### src/rtl/relu_layer_sequencer.sv
// Streams one layer of accumulator results through the reLU unit into the activation buffer.
// Read -> reLU -> write pipeline, one element per cycle, with an optional ReLU bypass for the logit layer.
module relu_layer_sequencer #(
  parameter int DATA_W = 16,
  parameter int ADDR_W = 10
) (
  input  logic              CLKEXT,
  input  logic              RST,
  input  logic              START,
  input  logic [ADDR_W-1:0] LAYER_LEN,
  input  logic [ADDR_W-1:0] SRC_BASE,
  input  logic [ADDR_W-1:0] DST_BASE,
  input  logic              LAST_LAYER,
  input  logic              HOLD,
  output logic              SRC_RD_EN,
  output logic [ADDR_W-1:0] SRC_ADDR,
  input  logic [DATA_W-1:0] SRC_DATA,
  output logic [DATA_W-1:0] DATA_IN,
  output logic              EN_reLU,
  output logic              BYPASS_reLU,
  input  logic [DATA_W-1:0] reLU_OUT,
  output logic              DST_WR_EN,
  output logic [ADDR_W-1:0] DST_ADDR,
  output logic [DATA_W-1:0] DST_DATA,
  output logic              BUSY,
  output logic              DONE,
  output logic              ERR,
  output logic [1:0]        dbg_state_o
);

  localparam logic [1:0] S_IDLE  = 2'd0;
  localparam logic [1:0] S_ISSUE = 2'd1;
  localparam logic [1:0] S_DRAIN = 2'd2;
  localparam logic [1:0] S_DONE  = 2'd3;

  logic [1:0]        state_q, state_d;
  logic [ADDR_W-1:0] len_q, len_d;
  logic [ADDR_W-1:0] src_addr_q, src_addr_d;
  logic [ADDR_W-1:0] dst_addr_q, dst_addr_d;
  logic [ADDR_W-1:0] issue_cnt_q, issue_cnt_d;
  logic [ADDR_W-1:0] wr_cnt_q, wr_cnt_d;
  logic              bypass_q, bypass_d;
  logic              v1_q, v1_d;
  logic              v2_q, v2_d;
  logic              err_q, err_d;
  logic              rd_en;

  // v1 marks an element whose read data is on SRC_DATA, v2 one whose reLU result is on reLU_OUT.
  always_comb begin
    state_d     = state_q;
    len_d       = len_q;
    src_addr_d  = src_addr_q;
    dst_addr_d  = dst_addr_q;
    issue_cnt_d = issue_cnt_q;
    wr_cnt_d    = wr_cnt_q;
    bypass_d    = bypass_q;
    rd_en       = (state_q == S_ISSUE) && !HOLD;
    v1_d        = rd_en;
    v2_d        = v1_q;
    err_d       = START && (state_q != S_IDLE);

    if (rd_en) begin
      src_addr_d  = src_addr_q + ADDR_W'(1);
      issue_cnt_d = issue_cnt_q + ADDR_W'(1);
    end
    if (v2_q) begin
      dst_addr_d = dst_addr_q + ADDR_W'(1);
      wr_cnt_d   = wr_cnt_q + ADDR_W'(1);
    end

    case (state_q)
      S_IDLE: begin
        if (START) begin
          len_d       = LAYER_LEN;
          src_addr_d  = SRC_BASE;
          dst_addr_d  = DST_BASE;
          bypass_d    = LAST_LAYER;
          issue_cnt_d = '0;
          wr_cnt_d    = '0;
          state_d     = (LAYER_LEN == '0) ? S_DONE : S_ISSUE;
        end
      end
      S_ISSUE: begin
        if (rd_en && (issue_cnt_q == len_q - ADDR_W'(1))) state_d = S_DRAIN;
      end
      S_DRAIN: begin
        if (v2_q && (wr_cnt_q == len_q - ADDR_W'(1))) state_d = S_DONE;
      end
      S_DONE: begin
        state_d  = S_IDLE;
        bypass_d = 1'b0;
      end
      default: state_d = S_IDLE;
    endcase
  end

  always_ff @(posedge CLKEXT or negedge RST) begin
    if (!RST) begin
      state_q     <= S_IDLE;
      len_q       <= '0;
      src_addr_q  <= '0;
      dst_addr_q  <= '0;
      issue_cnt_q <= '0;
      wr_cnt_q    <= '0;
      bypass_q    <= 1'b0;
      v1_q        <= 1'b0;
      v2_q        <= 1'b0;
      err_q       <= 1'b0;
    end else begin
      state_q     <= state_d;
      len_q       <= len_d;
      src_addr_q  <= src_addr_d;
      dst_addr_q  <= dst_addr_d;
      issue_cnt_q <= issue_cnt_d;
      wr_cnt_q    <= wr_cnt_d;
      bypass_q    <= bypass_d;
      v1_q        <= v1_d;
      v2_q        <= v2_d;
      err_q       <= err_d;
    end
  end

  // Data/address outputs are gated by their strobes so idle buses stay at zero.
  assign SRC_RD_EN   = rd_en;
  assign SRC_ADDR    = rd_en ? src_addr_q : '0;
  assign EN_reLU     = v1_q;
  assign DATA_IN     = v1_q ? SRC_DATA : '0;
  assign BYPASS_reLU = bypass_q;
  assign DST_WR_EN   = v2_q;
  assign DST_ADDR    = v2_q ? dst_addr_q : '0;
  assign DST_DATA    = v2_q ? reLU_OUT : '0;
  assign BUSY        = (state_q != S_IDLE);
  assign DONE        = (state_q == S_DONE);
  assign ERR         = err_q;
  assign dbg_state_o = state_q;

endmodule
### config.mk
export PLATFORM = sky130hd
export DESIGN_NAME = relu_layer_sequencer
export DESIGN_NICKNAME = d
export VERILOG_FILES = /design/src/rtl/relu_layer_sequencer.sv
export SDC_FILE = /design/constraint.sdc
export NUM_CORES = 1
export LEC_CHECK = 0
export ABC_AREA = 1
export CAP_MARGIN = 40
export CORE_ASPECT_RATIO = 2
export CORE_MARGIN = 2
export CORE_UTILIZATION = 40
export CTS_BUF_LIST = sky130_fd_sc_hd__clkbuf_2
export DETAILED_ROUTE_END_ITERATION = 16
export DONT_BUFFER_PORTS = 1
export GPL_TIMING_DRIVEN = 0
export MAX_ROUTING_LAYER = met4
export PLACE_DENSITY_LB_ADDON = 0.05
export RECOVER_POWER = 25
export SLEW_MARGIN = 20
export SYNTH_ARGS = -nofsm -noshare
export SYNTH_HDL_FRONTEND = slang
export SYNTH_SLANG_ARGS = --single-unit
export TNS_END_PERCENT = 1
### constraint.sdc
create_clock -name CLKEXT -period 4.6 [get_ports CLKEXT]
set_input_delay 0.92 -clock CLKEXT [delete_from_list [all_inputs] [get_ports CLKEXT]]
set_output_delay 0.92 -clock CLKEXT [all_outputs]
set_load 0.02 [all_outputs]
# Word level (Yosys, flattened, before mapping)
# Index checks and enable logic that the tools add are counted.
# classes
n_eq_ne	8
mul	0
n_reduce_logical	12
muxes	23
bitwise	0
addsub	5
n_shift	0
n_lt_le_gt_ge	0
div_mod_pow	0
# ops
operator	n
$mux W10	14
$add A10 B1 Y10 const B	4
$mux W16	2
$eq A10 B10 Y1	2
$logic_not A10 Y1	1
$sub A10 B1 Y10 const B	1
$mux W2	4
$pmux W2 S4	1
$eq A2 B2 Y1 const B	2
$logic_and A1 B1 Y1	4
$ne A2 B2 Y1 const B	2
$reduce_and A2 Y1	2
$reduce_bool A2 Y1	2
$reduce_and A3 Y1	1
$eq A2 B1 Y1 const B	1
$logic_not A2 Y1	1
$ne A2 B1 Y1 const B	1
$pmux W1 S2	1
$logic_not A1 Y1	1
$mux W1	1
# word_totals
reg_bits	56
ramBits	0
memories	0
elab_cells	58
out_inout_bits	61
romBits	0
latch_bits	0

# Longest topological paths before layout
# depth
depth_word	5
depth_mapped	16

# Worst setup path before layout
# No wires, ideal clock.
# synth_path
kind	input to output
start	input HOLD
end	output SRC_ADDR[1]
arrival_time_ns	1.759
required_ns	3.680
stages	4
slack_ns	1.921
path_buffers	1
path_cell_list	nor2_4 > inv_4 > clkbuf_1 > nor2_1
# synth_via
elab_chain_cells	3
# synth_rtl
item	line	text
start, declared	14	input logic HOLD,
$logic_not A1 Y1	57	rd_en = (state_q == S_ISSUE) && !HOLD;
$logic_and A1 B1 Y1	57	
$mux W10	125	assign SRC_ADDR = rd_en ? src_addr_q : '0;
end, declared	16	output logic [ADDR_W-1:0] SRC_ADDR,
# No other way between the ends.

# Worst setup path in the final report
# layout_path
start	register state_q[1], in the netlist dbg_state_o[1]
end	output SRC_ADDR[3]
# layout_via
elab_chain_cells	3
# layout_rtl
item	line	text
start, declared	36	logic [1:0] state_q, state_d;
start signal, assigned	110	state_q <= state_d;
$eq A2 B1 Y1	57	
$logic_and A1 B1 Y1	57	
named net SRC_RD_EN	15	output logic SRC_RD_EN,
$mux W10	125	
# The timed path passes the listed nets, and every way through them passes these cells.

==> flow_metrics.py <==
metrics = {
    "cells_and_area": {
        "register_area_um2": 1401,
        "final_area_um2": 3911,
        "multi_input_area_um2": 1882,
        "area_delta_synth_final_pct": 4.724,
        "final_cells": 663,
        "nets": 637,
        "drive_above_1_share_pct": 7.321,
        "fillers": 991,
    },
    "logic_synthesis": {
        "postSynthAreaPerCell_um2": 6.778,
        "synth_ff_type": "dfrtp_1",
        "syn-instance-count": 551,
        "yosys.area.top_type": "dfrtp_1",
        "synthMostInstantiatedCell": "nand2_1",
        "synth_edf_count": 0,
        "synth-seq-area-share_pct": 37.52,
        "synthArstFlopShare_pct": 100.0,
        "synth_nets": 629,
        "ys_top_cells_by_count": "nand2_1 (150), inv_1 (96), nor2_1 (61), dfrtp_1 (56), nand3_1 (44)",
        "synth_seq_cells": 56,
        "synth_area_leaders": "dfrtp_1 (38%), nand2_1 (15%), inv_1 (9.6%), nor2_1 (6.1%), nand3_1 (5.9%)",
        "yosys.area.top_type_share_pct": 37.52,
        "yosysWarnings": 0,
        "ys_types": 33,
        "syn_area_um2": 3735,
    },
    "clock_network": {
        "insertion_delay_ns": 0.50,
        "cts_root_buffer": "clkbuf_2",
        "htreeDepth": 2,
        "cts_setup_buffers": 0,
        "cts_resized": 0,
        "cts_tree": "built",
        "ctsLongestPathBuffers": 2,
        "numCtsBuffers": 5,
        "numClockSinks": 56,
        "clkTransAtPathRegs_ns": 0.31,
    },
    "worst_hold_path": {
        "worstHoldPathType": "in -> async",
    },
    "floorplanning": {
        "core_region_area_um2": 9012,
        "ios": 128,
        "start_util_pct": 41.44,
        "die_w_um": 72.33,
        "rows": 49,
        "die_area_um2": 10170,
        "die_y_um": 140.7,
    },
    "sta": {
        "final_hold_viol_count": 0,
        "worst_pin_slew_ns": 1.859,
        "finalCriticalPeriod_ns": 3.460,
        "relSlewSlack_pct": -23.93,
        "fin_ws_ns": 1.140,
        "drv_slew": 33,
        "hold_slack_ns": 0.05358,
        "post-route-period-util_pct": 75.21,
        "setup_tns_ns": 0,
        "finalClockSkew_ns": 0.02048,
        "rsz0062_at_grt": "false",
        "max_freq_mhz": 289.0,
        "finalSetupViolCount": 0,
    },
    "routing": {
        "viasPerCell": 5.136,
        "first_iter_violations": 203,
        "wl_per_cell_um": 15.51,
        "vias": 3405,
        "route.detailed.drc": 0,
        "drtPass1Iterations": 4,
        "ant_nets": 0,
        "wl_um": 10280,
    },
    "place": {
        "hpwl_um": 8088,
        "io_buffer_count": 0,
        "dp.cells": 653,
        "gp_congestion": 0.9085,
        "dpl_cell_area_um2": 3862,
        "post-place-ws_ns": 1.681,
    },
    "power": {
        "clkPwrFrac_pct": 9.4,
        "power_density_nw_per_um2": 581.5,
        "p_sw_share_pct": 53.10,
        "power_leakage_nw": 2.155,
        "p_switching_mw": 1.208,
        "seq_power_share_pct": 38.1,
        "power_frac_comb_pct": 52.5,
        "peakVddDrop_v": 0.0002668,
        "p_int_mw": 1.067,
    },
    "global_routing": {
        "grt_first_pass_wirelength_um": 16060,
        "gr-total-overflow": 0,
        "track_usage_pct": 21.29,
        "grt_max_degree": 57,
        "grt_pass1_vias": 3328,
        "antenna_found_initial": 1,
    },
    "worst_setup_path": {
        "worstSetupStartpointType": "flop",
        "crit_fanout": 10,
        "slowest_delay_ns": 0.58,
        "critPathSlowestCell": "dfrtp_1",
        "cp-startpoint": "dbg_state_o[1]",
        "r2r-start": "dbg_state_o[0]",
        "endpoint_kind": "output pin",
        "crit_chain": "inv_1 -> ha_1 -> inv_1 -> nor2_4 -> inv_4 -> clkbuf_1 -> nor2_1",
        "worst-endpoint-arrival_ns": 2.54,
        "path_common_cell": "inv_1",
        "worstPathRequired_ns": 3.68,
        "worst-setup-path-type": "reg -> out",
    },
    "flow_run": {
        "maxCapViolations": 1,
    },
    "run_status": {
        "violations": "max-capacitance violations, max-slew violations",
        "status": "finished, violations left",
    },
}
## kinds of logic (layout without fill, tap and decap cells)
logic type,count (synthesis),in the layout,synth area share [%]
AOI/OAI and AO/OA,54,54,7.504
xor gates and xnor gates,14,14,3.283
adders and majority gates,11,11,3.685
buffers and inverters,119,128,12.09
DFF,56,56,37.52
muxes,3,3,0.8041
other,0,1,0
and+or+nand+nor,294,294,35.11
## layout make-up
cell class	count	share of cell area, %
sequential	56	35.83
multi-input combinational	376	48.11
buffer	15	1.504
clock buffer	5	0.6398
tap	102	3.263
timing repair buffer	1	0.09597
inverter	104	10.04
antenna	1	0.06398
clock inverter	3	0.4479
## layout by cell type (no fill, tap or decap), types with 3 or more instances in the layout
master	count
nand3_1	44
nand2_2	7
clkbuf_1	14
inv_1	96
xnor2_1	3
mux2i_1	3
inv_2	6
nor2_1	61
o21ai_0	27
nand4_1	4
nor3_2	4
nor2_2	5
nand3_2	3
ha_1	11
clkbuf_2	5
a21oi_1	20
nor3_1	4
nor4_1	3
dfrtp_1	56
nor2_4	3
xor2_1	11
nand2_1	150
## state kept, by name, indices dropped and copies added (netlist names)
| signal | flops |
|---|---|
| DST_WR_EN | 1 |
| dbg_state_o | 2 |
| BYPASS_reLU | 1 |
| src_addr_q | 10 |
| dst_addr_q | 10 |
| len_q | 10 |
| EN_reLU | 1 |
| issue_cnt_q | 10 |
| wr_cnt_q | 10 |
| ERR | 1 |
## worst max-delay path, delay by kind of cell, from the launching register on
family                   cells  cell delay, ns
AND/OR/NAND/NOR              2            0.66
buffers and inverters        4            0.60
flip-flops                   1            0.58
adder cells (fa/ha/maj)      1            0.20
## power groups by stage
stage	clock (mW)	sequential [mW]	combinational (mW)
2_1_floorplan	0	0.830	0.964
3_3_place_gp	0	0.870	1.18
3_5_place_dp	0	0.878	1.20
4_1_cts	0.223	0.867	1.21
5_1_grt	0.240	0.893	1.38
6_report	0.213	0.867	1.19
## stage by stage
| step | util (%) | power [mW] |
|---|---|---|
| 2_1_floorplan | - | 1.795 |
| 5_1_grt | 43.40 | 2.510 |
| 3_3_place_gp | 42.86 | 2.049 |
| 6_report | 43.40 | 2.274 |
| 4_1_cts | 43.33 | 2.295 |
| 3_5_place_dp | 42.86 | 2.081 |
## per-layer routing
metal | track usage, % | share of wire [%] | vias to the layer above | routed length (um)
met3 | 3.074 | 4.5 | 12 | 461
li1 | - | - | 1705 | -
met2 | 40.32 | 57 | 122 | 5884
met5 | - | 0 | - | 0
met4 | 6.852 | 1.9 | 0 | 194
met1 | 21.58 | 36 | 1566 | 3739
## final timing paths
kind	to	slack (ns)	depth (start not counted)
hold / removal	src_addr_q[1]	0.05	0
max in group asynchronous	issue_cnt_q[4]	2.71	1
setup / recovery	SRC_ADDR[3]	1.14	7
min in group CLKEXT	ERR	0.48	2
setup reg to reg	wr_cnt_q[6]	2.03	7
hold reg to reg	DST_WR_EN	0.58	0
## repair_timing
action	in CTS	in global routing
hold endpoints to repair	0	32
endpoints found under the setup margin	0	0
hold buffers	0	1
(Power assumes the default switching activity.)
